==> config.mk <==
export PLATFORM = sky130hd
export DESIGN_NAME = huff_decoder
export DESIGN_NICKNAME = d
export VERILOG_FILES = /design/src/rtl/huff_decoder.sv
export SDC_FILE = /design/constraint.sdc
export NUM_CORES = 1
export LEC_CHECK = 0
export CORE_MARGIN = 2
export CORE_UTILIZATION = 50
export CTS_CLUSTER_SIZE = 20
export DETAILED_ROUTE_END_ITERATION = 7
export MAX_ROUTING_LAYER = met4
export PLACE_DENSITY_LB_ADDON = 0.3
export SYNTH_ARGS = -nofsm -noshare
export SYNTH_HDL_FRONTEND = slang
export SYNTH_SLANG_ARGS = --single-unit
==> constraint.sdc <==
create_clock -name clk -period 5.45 [get_ports clk]
set_input_delay 1.635 -clock clk [delete_from_list [all_inputs] [get_ports clk]]
set_output_delay 1.635 -clock clk [all_outputs]
set_load 0.02 [all_outputs]
==> src/rtl/huff_decoder.sv <==
// Serial Huffman decoder: one stream bit per clock in, decoded symbols out over valid/ready.
// Build option HUFF_DEC_ERR_EN adds the dec_err pulse and the saturating err_cnt output.
module huff_decoder #(
  parameter int unsigned MAX_SYMS     = 5,
  parameter int unsigned MAX_CODE_LEN = 15,
  parameter int unsigned SYM_W        = 7,
  localparam int unsigned LEN_W       = $clog2(MAX_CODE_LEN + 1),
  localparam int unsigned IDX_W       = $clog2(MAX_SYMS)
) (
  input  logic                    clk,
  input  logic                    rst_n,
  input  logic                    tbl_we,
  input  logic [IDX_W-1:0]        tbl_idx,
  input  logic [SYM_W-1:0]        tbl_sym,
  input  logic [LEN_W-1:0]        tbl_len,
  input  logic [MAX_CODE_LEN-1:0] tbl_code,
  input  logic                    tbl_clr,
  input  logic                    flush,
  input  logic                    bit_in,
  input  logic                    bit_valid,
  output logic                    bit_ready,
  output logic [SYM_W-1:0]        sym_out,
  output logic                    sym_valid,
  input  logic                    sym_ready,
  output logic                    busy,
  output logic [15:0]             sym_cnt,
  output logic                    dec_err
`ifdef HUFF_DEC_ERR_EN
  ,
  output logic [7:0]              err_cnt
`endif
);

  localparam int unsigned ACC_W = MAX_CODE_LEN - 1;
  localparam logic [MAX_CODE_LEN-1:0] MASK_ALL = '1;

  typedef enum logic [1:0] {ST_IDLE, ST_ACCUM, ST_EMIT} state_t;

  state_t                  r_state, w_state_nxt;
  logic [ACC_W-1:0]        r_acc, w_acc_nxt;
  logic [LEN_W-1:0]        r_len, w_len_nxt;
  logic [SYM_W-1:0]        r_sym_out, w_sym_out_nxt;
  logic                    r_sym_valid, w_sym_valid_nxt;
  logic [15:0]             r_sym_cnt, w_sym_cnt_nxt;
  logic                    r_bit_ready, r_busy;
  logic                    r_dec_err, w_dec_err_nxt;
`ifdef HUFF_DEC_ERR_EN
  logic [7:0]              r_err_cnt, w_err_cnt_nxt;
`endif

  logic [SYM_W-1:0]        r_tsym  [MAX_SYMS];
  logic [LEN_W-1:0]        r_tlen  [MAX_SYMS];
  logic [MAX_CODE_LEN-1:0] r_tcode [MAX_SYMS];

  logic [LEN_W-1:0]        w_nlen;
  logic [MAX_CODE_LEN-1:0] w_nacc;
  logic [MAX_CODE_LEN-1:0] w_mask;
  logic                    w_hit;
  logic [SYM_W-1:0]        w_hit_sym;

  // Candidate code after this bit; descending scan so the lowest matching entry wins.
  always_comb begin
    w_nlen    = r_len + LEN_W'(1);
    w_nacc    = {r_acc, bit_in};
    w_mask    = MASK_ALL >> (LEN_W'(MAX_CODE_LEN) - w_nlen);
    w_hit     = 1'b0;
    w_hit_sym = '0;
    for (int k = int'(MAX_SYMS) - 1; k >= 0; k--) begin
      if ((r_tlen[k] != '0) && (r_tlen[k] == w_nlen) &&
          ((r_tcode[k] & w_mask) == (w_nacc & w_mask))) begin
        w_hit     = 1'b1;
        w_hit_sym = r_tsym[k];
      end
    end
  end

  // Next-state and next-output logic.
  always_comb begin
    w_state_nxt     = r_state;
    w_acc_nxt       = r_acc;
    w_len_nxt       = r_len;
    w_sym_out_nxt   = r_sym_out;
    w_sym_valid_nxt = r_sym_valid;
    w_sym_cnt_nxt   = r_sym_cnt;
    w_dec_err_nxt   = 1'b0;
`ifdef HUFF_DEC_ERR_EN
    w_err_cnt_nxt   = r_err_cnt;
`endif
    if (flush) begin
      w_state_nxt     = ST_IDLE;
      w_acc_nxt       = '0;
      w_len_nxt       = '0;
      w_sym_valid_nxt = 1'b0;
    end else begin
      case (r_state)
        ST_IDLE, ST_ACCUM: begin
          if (bit_valid) begin
            if (w_hit) begin
              w_sym_out_nxt   = w_hit_sym;
              w_sym_valid_nxt = 1'b1;
              w_acc_nxt       = '0;
              w_len_nxt       = '0;
              w_state_nxt     = ST_EMIT;
            end else if (w_nlen == LEN_W'(MAX_CODE_LEN)) begin
              w_acc_nxt   = '0;
              w_len_nxt   = '0;
              w_state_nxt = ST_IDLE;
`ifdef HUFF_DEC_ERR_EN
              w_dec_err_nxt = 1'b1;
              if (r_err_cnt != 8'hFF) w_err_cnt_nxt = r_err_cnt + 8'd1;
`endif
            end else begin
              w_acc_nxt   = w_nacc[ACC_W-1:0];
              w_len_nxt   = w_nlen;
              w_state_nxt = ST_ACCUM;
            end
          end
        end
        ST_EMIT: begin
          if (sym_ready) begin
            w_sym_valid_nxt = 1'b0;
            w_sym_cnt_nxt   = r_sym_cnt + 16'd1;
            w_state_nxt     = ST_IDLE;
          end
        end
        default: w_state_nxt = ST_IDLE;
      endcase
    end
  end

  // State and registered outputs.
  always_ff @(posedge clk or negedge rst_n) begin
    if (!rst_n) begin
      r_state     <= ST_IDLE;
      r_acc       <= '0;
      r_len       <= '0;
      r_sym_out   <= '0;
      r_sym_valid <= 1'b0;
      r_sym_cnt   <= '0;
      r_bit_ready <= 1'b1;
      r_busy      <= 1'b0;
      r_dec_err   <= 1'b0;
`ifdef HUFF_DEC_ERR_EN
      r_err_cnt   <= '0;
`endif
    end else begin
      r_state     <= w_state_nxt;
      r_acc       <= w_acc_nxt;
      r_len       <= w_len_nxt;
      r_sym_out   <= w_sym_out_nxt;
      r_sym_valid <= w_sym_valid_nxt;
      r_sym_cnt   <= w_sym_cnt_nxt;
      r_bit_ready <= (w_state_nxt != ST_EMIT);
      r_busy      <= (w_state_nxt != ST_IDLE);
      r_dec_err   <= w_dec_err_nxt;
`ifdef HUFF_DEC_ERR_EN
      r_err_cnt   <= w_err_cnt_nxt;
`endif
    end
  end

  // Code table: writable only while idle; out-of-range indices match no entry.
  always_ff @(posedge clk or negedge rst_n) begin
    if (!rst_n) begin
      for (int k = 0; k < int'(MAX_SYMS); k++) begin
        r_tsym[k]  <= '0;
        r_tlen[k]  <= '0;
        r_tcode[k] <= '0;
      end
    end else if ((r_state == ST_IDLE) && !flush) begin
      if (tbl_clr) begin
        for (int k = 0; k < int'(MAX_SYMS); k++) r_tlen[k] <= '0;
      end else if (tbl_we) begin
        for (int k = 0; k < int'(MAX_SYMS); k++) begin
          if (tbl_idx == IDX_W'(k)) begin
            r_tsym[k]  <= tbl_sym;
            r_tlen[k]  <= tbl_len;
            r_tcode[k] <= tbl_code;
          end
        end
      end
    end
  end

  assign bit_ready = r_bit_ready;
  assign sym_out   = r_sym_out;
  assign sym_valid = r_sym_valid;
  assign busy      = r_busy;
  assign sym_cnt   = r_sym_cnt;
`ifdef HUFF_DEC_ERR_EN
  assign dec_err   = r_dec_err;
  assign err_cnt   = r_err_cnt;
`else
  assign dec_err   = 1'b0;
`endif

endmodule

Word-level counts from Yosys, hierarchy flattened. Index checks and enable logic that the tools add are counted. Widths: inputs -> output; s select.

Output and inout port bits: 27. Word-level logic and storage cells: 138. Register bits: 176. Bits of input ports: 37.

Reductions and logical operators: 44. Bitwise logic cells: 8. Add/sub/neg operators: 3. Mux-type cells: 38. Shifts and indexed selects: 1. Eq/ne operators: 21.

Operator list (count): $and 15x15->15 (6); $eq 15x15->1 (5); $mux 14 (5); $mux 20 (2); $mux 4 (10); $mux 7 (5); $reduce_and 4->1 (7); $eq 4x4->1 (5); $reduce_bool 4->1 (5); $reduce_and 3->1 (6); $reduce_bool 2->1 (9); $add 16x1->16 const B (1); $shr 15x4->15 const A (1); $logic_and 1x1->1 (11); $mux 1 (10); $ne 3x3->1 const B (3); $mux 2 (4); $eq 3x2->1 const B (2); $add 4x1->4 const B (1); $eq 4x4->1 const B (1); $pmux 2 s2 (1); $sub 4x4->4 const A (1); $eq 3x1->1 const B (1); $eq 3x3->1 const B (1); other kinds (11) (12).

Depth between registers and ports, before layout. Gate-level depths: netlist of the first run.

Depth after elaboration: 16. Mapped depth: 15. Mapped depth without buffers: 11.

Worst setup path before layout of the first run. No wires, ideal clock.

Kind: input to register. From: input bit_in. To: register r_busy (netlist: busy). Stages on the path: 9. Path slack: 1684 ps. Required time: 5311 ps. Data arrival time: 3628 ps. Setup time: 139 ps. Path buffers: 1. Cells stage by stage: clkbuf_1 xor2_1 a22oi_1 nand3_1 a31oi_1 nand3_4 nand3_2 nor3_1 or4_4.

Cells in the longest elaborated chain, start to end: 13. Elaborated cells between the ends (all ways): 21. Classes of those cells: eq/ne (5); mux (9); bitwise (1); reduce/logical (6).

Ends and longest elaborated chain: from (decl) (RTL line 19) `input logic bit_in,`; $and 15x15->15 (*) (RTL line 70) `((r_tcode[k] & w_mask) == (w_nacc & w_mask))) begin`; $eq 15x15->1 (RTL line 70); $logic_and 1x1->1 (RTL line 69) `if ((r_tlen[k] != '0) && (r_tlen[k] == w_nlen) &&`; $mux 1 (4 in a row) (RTL line 69); $mux 1 (*) (RTL line 69); $mux 2 (*) (RTL line 98) `if (w_hit) begin`; $mux 2 (*) (RTL line 97) `if (bit_valid) begin`; $pmux 2 s2 (*) (RTL line 95) `case (r_state)`; $mux 2 (*) (RTL line 89) `if (flush) begin`; $reduce_bool 2->1 (*) (RTL line 154) `r_busy <= (w_state_nxt != ST_IDLE);`; to (signal assigned) (RTL line 154); to (decl) (RTL line 45) `logic r_bit_ready, r_busy;`.

Every way passes the cells marked *; elsewhere a longest branch is shown, timed or not. A chain may end at the register's enable or synchronous reset.

Final worst setup path of the first run.
From: register r_len[0]. To: register r_busy (netlist: busy).

Cells in the longest elaborated chain, start to end: 16. Elaborated cells between the ends (all ways): 41. Classes of those cells: add/sub (2); eq/ne (11); shift (1); mux (10); bitwise (6); reduce/logical (11).

Ends and longest elaborated chain: from (decl) (RTL line 41) `logic [LEN_W-1:0] r_len, w_len_nxt;`; from (signal assigned) (RTL line 149) `r_len <= w_len_nxt;`; $add 4x1->4 (*) (RTL line 63) `w_nlen = r_len + LEN_W'(1);`; $sub 4x4->4 (RTL line 65) `w_mask = MASK_ALL >> (LEN_W'(MAX_CODE_LEN) - w_nlen);`; $shr 15x4->15 (RTL line 65); $and 15x15->15 (RTL line 70); $eq 15x15->1 (RTL line 70); $logic_and 1x1->1 (RTL line 69); $mux 1 (5 in a row) (RTL line 69); $mux 2 (*) (RTL line 98); $mux 2 (*) (RTL line 97); $pmux 2 s2 (*) (RTL line 95); $mux 2 (*) (RTL line 89); $reduce_bool 2->1 (*) (RTL line 154).

Marked as above.

==> out/summary.log, run 1 <==
qor: detailed_routing.routedWlPerCell 21.4 um
qor: sta.timing.fmax 232 MHz
qor: worst_setup_path.crit_family simple AND/OR/NAND/NOR gates
qor: worst_setup_path.critical_path.max_stage_delay 0.63 ns
qor: placement.gpl.final_weighted_congestion 0.922
qor: worst_setup_path.worst-endpoint-required 5.76 ns
qor: die.die_area 18900 um^2
qor: clock_tree.post-cts-setup-buffers 0
qor: grt.globalRouteOverflowTotal 0
qor: synthesis.synth_commonest_cells sky130_fd_sc_hd__dfrtp_1, sky130_fd_sc_hd__mux2_2, sky130_fd_sc_hd__xnor2_1, sky130_fd_sc_hd__xor2_1, sky130_fd_sc_hd__nand2_1
qor: synthesis.syn-mean-instance-area 11.7 um^2
qor: synthesis.synth-seq-area-share 0.495
qor: clock_tree.clock_tree.root_cell sky130_fd_sc_hd__clkbuf_16
qor: grt.via_count_of_the_first_global_routing_pass 6428
qor: power_and_ir_drop.static_leakage 4.62 nW
qor: sta.setup_repair_after_global_routing_missed_its_margin no
qor: synthesis.postSynthRegisterBits 176
qor: sta.report.final.setup_viol 0
qor: cells_and_area.multi_input_comb_area 4170 um^2
qor: synthesis.ys.flop_type sky130_fd_sc_hd__dfrtp_1
qor: sta.actual_slew_at_the_worst_max_slew_pin 0.999 ns
qor: clock_tree.postCtsHoldBufs 0
qor: worst_setup_path.critical_path.slowest_cell sky130_fd_sc_hd__dfrtp_1
qor: die.dieWidth 137 um
qor: clock_tree.cts-root-to-sink-buffers 2
qor: detailed_routing.detail_route.iter0.violations 427
qor: power_and_ir_drop.max-vdd-ir-drop 0.250 mV
qor: power_and_ir_drop.intPower 0.00271 W
qor: worst_setup_path.cp_data_arrival_time 4.63 ns
qor: placement.portBuffers 62
qor: detailed_routing.detail-route-antenna-nets 0
qor: min_path.hold_class register to register
qor: clock_tree.cts_buffers 17
qor: power_and_ir_drop.flop_pwr_share 0.443
qor: sta.layout_setup_ws 1.13 ns
qor: die.floorplan.initialDensity 0.513
qor: clock_tree.post_cts_resize_count 0
qor: clock_tree.path_clk_slew 0.07 ns
qor: worst_setup_path.critical_path.n_buffers_inverters 2
qor: die.die_h 137 um
qor: grt.grt_pass1_wl 36200 um
qor: synthesis.synth_top_area_frac 0.492
qor: worst_setup_path.crit_path_frequent_cell sky130_fd_sc_hd__ha_1
qor: sta.worst_clock_skew 0.0130 ns
qor: detailed_routing.totalWireLength 22300 um
qor: synthesis.yosysMostFrequentCell sky130_fd_sc_hd__dfrtp_1
qor: sta.timing.max_slew.rel_slack 0.334
qor: cells_and_area.n_antenna_cell 0
qor: clock_tree.cts_sinks 176
qor: detailed_routing.viasPerCell 5.94
qor: power_and_ir_drop.total_switching_power 0.00119 W
qor: grt.grt_max_degree 108
qor: detailed_routing.number_of_design_rule_violations_left_after_detail_routing 0
qor: clock_tree.tritoncts_clock_tree yes
qor: synthesis.netlist_top_cells_area sky130_fd_sc_hd__dfrtp_1, sky130_fd_sc_hd__mux2_2, sky130_fd_sc_hd__xnor2_1, sky130_fd_sc_hd__xor2_1, sky130_fd_sc_hd__mux2i_1
qor: grt.track_usage 0.264
qor: grt.grt_antenna_before_repair 0
qor: die.number_of_i_o_pins 64
qor: cells_and_area.fill_cells 1369
qor: synthesis.synth_edf_count 0
qor: cells_and_area.postLayoutCellArea 10300 um^2
qor: worst_setup_path.worstSetupStartpointType register
qor: sta.timing_max_transition_violations_final 0
qor: power_and_ir_drop.share_comb_of_total_power 0.227
qor: placement.detailed_place_hpwl 15500 um
qor: die.fp-row-count 48
qor: cells_and_area.instances_no_fill 1045
qor: status.result_of_the_run complete, no violations
qor: synthesis.yosys_warnings 0
qor: cells_and_area.final-seq-area 4410 um^2
qor: cells_and_area.areaGrowthSynthToFinish 15.7%
qor: power_and_ir_drop.power_frac_clock 0.330
qor: placement.dpl.cell_count 1013
qor: power_and_ir_drop.power.density 377 nW/um^2
qor: run.maxcap_violations 0
qor: cells_and_area.post_route_cells_drive_above_1_share 0.193
qor: worst_setup_path.critical_path_capture_point_type register
qor: sta.report.final.hold_viol_count 0
qor: worst_setup_path.chain_of_cells_forming_the_critical_path ha_1 -> inv_1 -> ha_1 -> xnor2_1 -> a2111oi_0 -> o221ai_1 -> nor3b_2 -> nand4_4 -> nand3_2 -> nor3_2 -> buf_4 -> or4_4
qor: worst_setup_path.worst-path-max-fanout 20
qor: clock_tree.clk_latency 0.44 ns
qor: sta.timing.final.crit_share 0.792
qor: die.coreArea 17400 um^2
qor: detailed_routing.drt_first_pass_iters 5
qor: synthesis.area_of_the_mapped_netlist 8910 um^2
qor: synthesis.synth.lib_cells_used.distinct 72
qor: synthesis.synth_fp_nets 802
qor: placement.postPlaceCellArea 9690 um^2
qor: sta.fin_crit 4.32 ns
qor: power_and_ir_drop.power.switching_fraction 0.305
qor: cells_and_area.final_net_count 849
qor: detailed_routing.via_count 6209
qor: clock_tree.cts_htree_levels 4
qor: placement.pre_cts_slack 0.871 ns
qor: synthesis.syn-instance-count 760
qor: synthesis.ys_async_sr_fraction 1.00
qor: synthesis.synth_largest_area_cell sky130_fd_sc_hd__dfrtp_1
qor: sta.tns 0 ns
qor: worst_setup_path.setup.worst_path.class register to register
sequential cells by signal (all words and copies together) (netlist names):
signal,flops
r_acc,14
busy,1
r_tlen,20
r_tcode,75
sym_valid,1
sym_cnt,16
r_state,2
bit_ready,1
sym_out,7
r_tsym,35
r_len,4
routing by layer:
| layer | wire length [um] | GRT usage | up-vias |
|---|---|---|---|
| li1 | - | - | 2793 |
| met1 | 10300 | 0.359 | 3176 |
| met2 | 10300 | 0.398 | 198 |
| met3 | 1210 | 0.0453 | 42 |
| met4 | 603 | 0.101 | 0 |
| met5 | 0 | - | - |
worst reg2reg max path, stage by stage, from the launching register on:
cell	delay, ns
sky130_fd_sc_hd__dfrtp_1	0.63
sky130_fd_sc_hd__ha_1	0.26
sky130_fd_sc_hd__inv_1	0.05
sky130_fd_sc_hd__ha_1	0.61
sky130_fd_sc_hd__xnor2_1	0.13
sky130_fd_sc_hd__a2111oi_0	0.57
sky130_fd_sc_hd__o221ai_1	0.28
sky130_fd_sc_hd__nor3b_2	0.37
sky130_fd_sc_hd__nand4_4	0.28
sky130_fd_sc_hd__nand3_2	0.20
sky130_fd_sc_hd__nor3_2	0.06
sky130_fd_sc_hd__buf_4	0.22
sky130_fd_sc_hd__or4_4	0.54
cells in the final DEF, fill, tap and decap left out, types with 6 or more instances in the layout:
cell type / Yosys / final
sky130_fd_sc_hd__a22o_1: 17 / 17
sky130_fd_sc_hd__inv_6: 0 / 6
sky130_fd_sc_hd__a21oi_1: 12 / 12
sky130_fd_sc_hd__inv_1: 28 / 28
sky130_fd_sc_hd__clkdlybuf4s50_1: 0 / 61
sky130_fd_sc_hd__clkbuf_16: 0 / 17
sky130_fd_sc_hd__mux2_1: 16 / 16
sky130_fd_sc_hd__nor2_1: 13 / 12
sky130_fd_sc_hd__o2111ai_1: 11 / 11
sky130_fd_sc_hd__xor2_1: 51 / 51
sky130_fd_sc_hd__mux2_2: 89 / 89
sky130_fd_sc_hd__xnor2_1: 53 / 53
sky130_fd_sc_hd__nor3_1: 16 / 14
sky130_fd_sc_hd__o21ai_0: 26 / 26
sky130_fd_sc_hd__o22ai_1: 13 / 13
sky130_fd_sc_hd__mux2i_1: 19 / 19
sky130_fd_sc_hd__nor3b_1: 7 / 7
sky130_fd_sc_hd__buf_4: 2 / 14
sky130_fd_sc_hd__nand3_1: 13 / 13
sky130_fd_sc_hd__nand2_1: 42 / 42
sky130_fd_sc_hd__o311a_1: 7 / 7
sky130_fd_sc_hd__dfrtp_1: 175 / 175
sky130_fd_sc_hd__nand2b_1: 7 / 7
sky130_fd_sc_hd__nand4b_1: 7 / 7
sky130_fd_sc_hd__and2_1: 7 / 7
sky130_fd_sc_hd__nand4_1: 7 / 7
worst paths after layout:
check	from	slack, ns	to	cells after the start
max in group asynchronous	rst_n	3.03	bit_ready	2
max reg2reg	r_len[0]	1.13	busy	12
min in group asynchronous	rst_n	1.31	r_tlen[1]	1
max	r_len[0]	1.13	busy	12
min reg2reg	r_tsym[28]	0.48	r_tsym[28]	1
min	r_tsym[28]	0.48	r_tsym[28]	1
final cells by class:
class	count	area share
Multi-Input combinational cell	507	0.405
Tap cell	225	0.0273
Sequential cell	176	0.427
Inverter	29	0.0106
Clock inverter	14	0.0170
Timing Repair Buffer	76	0.0705
Clock buffer	18	0.0426
kinds of logic after synthesis:
kind of cell / share of synthesized area
and+or+nand+nor: 0.0961
AOI/OAI and AO/OA: 0.0990
other: 0.000421
xor gates and xnor gates: 0.107
DFF: 0.495
muxes: 0.154
adders and majority gates: 0.00927
buffers and inverters: 0.0395
power groups by stage:
stage                     Sequential, W  Clock, W  Combinational [W]
after floorplan                 0.00173         0           0.000544
after global placement          0.00173         0           0.000856
after detailed placement        0.00174         0           0.000877
after CTS                       0.00172   0.00129           0.000883
after global routing            0.00175   0.00135           0.000965
final                           0.00172   0.00128           0.000884
through the flow:
stage	power (W)	hold WS, ns	utilization
finish	0.00389	0.482	0.594
global route	0.00407	0.508	0.594
CTS	0.00390	0.482	0.594
detailed placement	0.00262	0.467	0.558
global placement	0.00258	0.460	0.558
floorplan	0.00227	0.449	-
Power figures use the tool's default switching activity.
==> inputs of run 2 (changes only) <==
Clock period 5.45 ns to 3.8 ns, I/O delays scaled along.
==> out/summary.log, run 2 (synthesis results as in run 1) <==
qor: status.result_of_the_run complete, no violations
qor: min_path.hold_class register to register
qor: clock_tree.cts_sinks 176
qor: cells_and_area.largest_register_ff_count 75
qor: power_and_ir_drop.max-vdd-ir-drop 0.373 mV
qor: grt.track_usage 0.271
qor: grt.m1_gr_usage 0.367
qor: clock_tree.postCtsHoldBufs 0
qor: detailed_routing.viasPerCell 5.91
qor: power_and_ir_drop.static_leakage 4.75 nW
qor: die.dieWidth 137 um
qor: cells_and_area.reg.largest.list r_tcode x75, r_tsym x35, r_tlen x20
qor: worst_setup_path.timing.rr.start r_len[0]
qor: die.fp-row-count 48
qor: clock_tree.clk_latency 0.43 ns
qor: sta.timing.fmax 287 MHz
qor: die.die_area 18900 um^2
qor: detailed_routing.detail-route-antenna-nets 0
qor: power_and_ir_drop.finalPower 0.00565 W
qor: clock_tree.post-cts-setup-buffers 0
qor: grt.groute.layer.met3.usage 0.0511
qor: detailed_routing.via_count 6302
qor: clock_tree.cts_buffers 17
qor: cells_and_area.areaGrowthSynthToFinish 18.6%
qor: clock_tree.cts_htree_levels 4
qor: sta.timing.max_slew.rel_slack 0.285
qor: cells_and_area.final_cell_mix sky130_fd_sc_hd__dfrtp_1, sky130_fd_sc_hd__mux2_2, sky130_fd_sc_hd__clkdlybuf4s50_1
qor: cells_and_area.post_route_cells_drive_above_1_share 0.213
qor: sta.report.final.hold_viol_count 0
qor: cells_and_area.n_antenna_cell 0
qor: placement.detailed_place_hpwl 16500 um
qor: min_path.hp-start sym_cnt[15]
qor: sta.worst_clock_skew 0.0116 ns
qor: sta.layout_setup_ws 0.313 ns
qor: cells_and_area.layout.cells.most_common sky130_fd_sc_hd__dfrtp_1
qor: detailed_routing.number_of_design_rule_violations_left_after_detail_routing 0
qor: worst_setup_path.setup.worst_path.class register to register
qor: die.floorplan.initialDensity 0.513
qor: cells_and_area.regMostFlops r_tcode
qor: worst_setup_path.critical_path_capture_point_type register
qor: die.number_of_i_o_pins 64
qor: clock_tree.path_clk_slew 0.07 ns
qor: worst_setup_path.worst-path-max-fanout 10
qor: detailed_routing.detail_route.iter0.violations 601
qor: sta.fin_crit 3.49 ns
qor: cells_and_area.fill_cells 1374
qor: detailed_routing.routedWlPerCell 22.1 um
qor: clock_tree.post_cts_resize_count 0
qor: cells_and_area.multi_input_comb_area 4170 um^2
qor: grt.grt_antenna_before_repair 0
qor: sta.setup_repair_after_global_routing_missed_its_margin no
qor: detailed_routing.totalWireLength 23600 um
qor: placement.pre_cts_slack 0.132 ns
qor: placement.postPlaceCellArea 9940 um^2
qor: clock_tree.cts-root-to-sink-buffers 2
qor: sta.report.final.setup_viol 0
qor: sta.timing.final.crit_share 0.918
qor: detailed_routing.drt_first_pass_iters 5
qor: sta.actual_slew_at_the_worst_max_slew_pin 1.05 ns
qor: worst_setup_path.critPathLaunch r_len[0]
qor: sta.tns 0 ns
qor: worst_setup_path.worst-endpoint-required 4.10 ns
qor: clock_tree.clock_tree.root_cell sky130_fd_sc_hd__clkbuf_16
qor: clock_tree.tritoncts_clock_tree yes
qor: die.die_h 137 um
qor: worst_setup_path.worstSetupStartpointType register
qor: grt.grt_pass1_wl 37000 um
qor: grt.globalRouteOverflowTotal 0
qor: sta.timing_max_transition_violations_final 0
qor: power_and_ir_drop.power.density 535 nW/um^2
qor: die.coreArea 17400 um^2
qor: placement.gpl.final_weighted_congestion 0.968
qor: placement.portBuffers 62
qor: run.maxcap_violations 0
qor: cells_and_area.final_net_count 871
qor: cells_and_area.final-seq-area 4410 um^2
qor: grt.grt_max_degree 73
qor: grt.grt_util_met2 0.420
qor: worst_setup_path.cp_data_arrival_time 3.79 ns
qor: grt.via_count_of_the_first_global_routing_pass 6466
qor: cells_and_area.postLayoutCellArea 10600 um^2
qor: grt.globalRoute.busiestLayer met2
## run 2: cell types whose count changed in the layout (fill, tap and decap cells not counted), sizes merged
cell      before  now
buf           15   37
inv           35   33
clkinvlp       0    1
## run 2: metrics by stage
step	instances	util	hold slack, ns
after CTS	1066	0.609	0.480
after global routing	1066	0.609	0.507
after global placement	1035	0.573	0.463
final	1066	0.609	0.475
after detailed placement	1035	0.573	0.467
after floorplan	760	-	0.449
## run 2: layout make-up
class                      count  share of cell area
clock buffer                  18              0.0416
clock inverter                13              0.0171
inverter                      29              0.0103
multi-input combinational    507               0.395
sequential                   176               0.417
tap                          225              0.0266
timing repair buffer          98              0.0927
## run 2: critical path, cell delays in order, from the launching register on
cell                        delay (ns)
sky130_fd_sc_hd__dfrtp_1          0.44
sky130_fd_sc_hd__ha_1             0.22
sky130_fd_sc_hd__inv_1            0.05
sky130_fd_sc_hd__ha_1             0.55
sky130_fd_sc_hd__nand2_1          0.28
sky130_fd_sc_hd__a22oi_1          0.37
sky130_fd_sc_hd__a21oi_1          0.11
sky130_fd_sc_hd__nor4_1           0.32
sky130_fd_sc_hd__o2111ai_1        0.24
sky130_fd_sc_hd__nand2_1          0.19
sky130_fd_sc_hd__nor3_2           0.07
sky130_fd_sc_hd__or4_4            0.52
## run 2: worst paths after layout
| path | to | slack (ns) | cells past startpoint |
|---|---|---|---|
| max reg2reg | busy | 0.31 | 11 |
| min | sym_cnt[15] | 0.47 | 1 |
| max | busy | 0.31 | 11 |
| min reg2reg | sym_cnt[15] | 0.47 | 1 |
| min in group asynchronous | r_tlen[6] | 0.73 | 1 |
| max in group asynchronous | bit_ready | 2.26 | 2 |
## run 2: power by group
part	leakage [nW]	total, W	switching, W	internal, W
Sequential	2.31	0.00247	0.000252	0.00222
Combinational	2.14	0.00134	0.000690	0.000650
Clock	0.301	0.00184	0.000775	0.00106
## run 2: layer usage
metal | vias up | part of all wire | wire length, um
met5 | - | 0 | 0
met4 | 0 | 0.021 | 484
met3 | 34 | 0.064 | 1510
met2 | 233 | 0.47 | 11000
met1 | 3201 | 0.45 | 10600
li1 | 2834 | - | -
==> RTL edit (flow settings as in run 2) <==
Put one more register stage on the output `sym_cnt`, with the module's reset. The value now appears one clock later. The other outputs are not delayed to match.
--- a/src/rtl/huff_decoder.sv
+++ b/src/rtl/huff_decoder.sv
@@ -188,3 +188,9 @@
   assign busy      = r_busy;
-  assign sym_cnt   = r_sym_cnt;
+  always_ff @(posedge clk or negedge rst_n) begin
+    if (!rst_n) begin
+      sym_cnt <= '0;
+    end else begin
+      sym_cnt <= r_sym_cnt;
+    end
+  end
 `ifdef HUFF_DEC_ERR_EN
Function: changed (a bounded check fails within 4 cycles, from zero or initial values and one cycle with rst_n low).
==> RTL edit against run 2 <==
Synthesized cell count is 3.4% lower. Total power rose by 25%. Hold slack got worse by 0.086 ns. Design area is 1.2% higher. Worst setup slack lost 0.034 ns. Synthesized area increased by 2.5%. Wire length fell by 3.2%. Global-route usage fell by 1.4 points. Sequential cell count up 16. Clock power is 3% lower. Highest routed layer unchanged.
==> RTL edit: results (changes against run 2) <==
| Metric | Value |
|---|---|
| Post-Syn Nets | 776 (-3.2%) |
| WP data arrival | 3.90 ns (+0.11 ns) |
| Net load switching power | 2491 µW (+45%) |
| Delay-heaviest family, CP | compound AO/OA/AOI/OAI gates |
| Metal-1 WL | 10490 µm (-0.63%) |
| Area contributors post-synth | dfrtp_1, mux2_2, xor2_1, xnor2_1, o21ai_0 |
| R2r setup slk | 0.28 ns (-0.03 ns) |
| Metal3 WL | 855 µm (-43%) |
| First-pass GRT wire length | 37520 µm (+1.4%) |
| Avg Cell Area, Syn | 12.45 µm² (+6.2%) |
| PwrDens | 660.8 nW/µm² (+24%) |
| Gr usage total | 25.70% (-1.4 points) |
| FILL cells | 1437 (+4.6%) |
| Share of layout cells above drive strength 1 | 26.38% (+5.1 points) |
| Core Region | 17960 µm² (+3.5%) |
| CP max FO | 11 (+1) |
| Final wirelength | 22840 µm (-3.2%) |
| Via count | 6122 (-2.9%) |
| Vias per cell | 5.864 (-0.81%) |
| Top post-synthesis cells by count | dfrtp_1, mux2_2, xor2_1, xnor2_1, o21ai_0 |
| Non-Clock Inverter Count | 13 (-55%) |
| Hold Crit Endpoint | sym_cnt[5] |
| Worst slack, placed | -0.06392 ns (-0.1958 ns) |
| Non-clk buf share | 8.180% (-1.1 points) |
| Worst Hold Path Cells | 0 (-1) |
| Iter 0 DRT Violations | 393 (-35%) |
| Met2 Use GR | 40.52% (-1.4 points) |
| Nets | 844 (-3.1%) |
| Storage cell area | 4806 µm² (+9.1%) |
| DP Area | 10070 µm² (+1.3%) |
| Clock buffers and inverters, area share | 5.676% (-0.19 points) |
| R2R cell count | 13 (+2) |
| Clock share of power | 25.3% (-7.3 points) |
| DRT Pass-1 Iters | 6 (+1) |
| Dpl cells | 1012 (-2.2%) |
| Sequential Power Share | 43.8% (about the same) |
| Hold slack | 0.3888 ns (-0.08567 ns) |
| Multi-input combinational area share | 38.06% (-1.4 points) |
| Routability cong. | 0.9383 (-3.1%) |
| VDD IR max | 0.3971 mV (+6.5%) |
| Run status | finished clean |
| Area of the multi-input gates | 4069 µm² (-2.4%) |
| Leak pwr | 0.004895 µW (+3.0%) |
| Critical path's slowest cell | ha_2 |
| Hold_sp | r_sym_cnt[5] |
| Register area share after synthesis | 52.61% (+3.2 points) |
| Largest net degree at the start of global routing | 76 (+4.1%) |
| Multi-In Gates | 486 (-4.1%) |
RTL edit: cell types whose count changed in the layout (fill, tap and decap cells not counted), moves of 7 or more:
| cell | delta |
|---|---|
| xor2_1 | +7 |
| dfrtp_1 | +16 |
| nand2_1 | -14 |
| o21ai_0 | +17 |
| mux2_2 | +42 |
| o311a_1 | -7 |
| mux2_1 | -16 |
| nand4b_1 | -7 |
| nor2_1 | +7 |
| o22ai_1 | -13 |
| inv_1 | -15 |
| a221oi_1 | +7 |
| o2111ai_1 | -7 |
| mux2i_1 | -19 |
RTL edit: logic make-up (layout without fill, tap and decap cells):
family | count (synthesis) | count (layout) | synth area share, %
adders and majority gates | 5 | 5 | 0.6848
xor gates and xnor gates | 107 | 107 | 10.55
other | 1 | 1 | 0.04105
AOI/OAI and AO/OA | 126 | 126 | 10.08
DFF | 192 | 192 | 52.61
and+or+nand+nor | 116 | 116 | 6.807
buffers and inverters | 56 | 137 | 3.082
muxes | 131 | 131 | 16.15
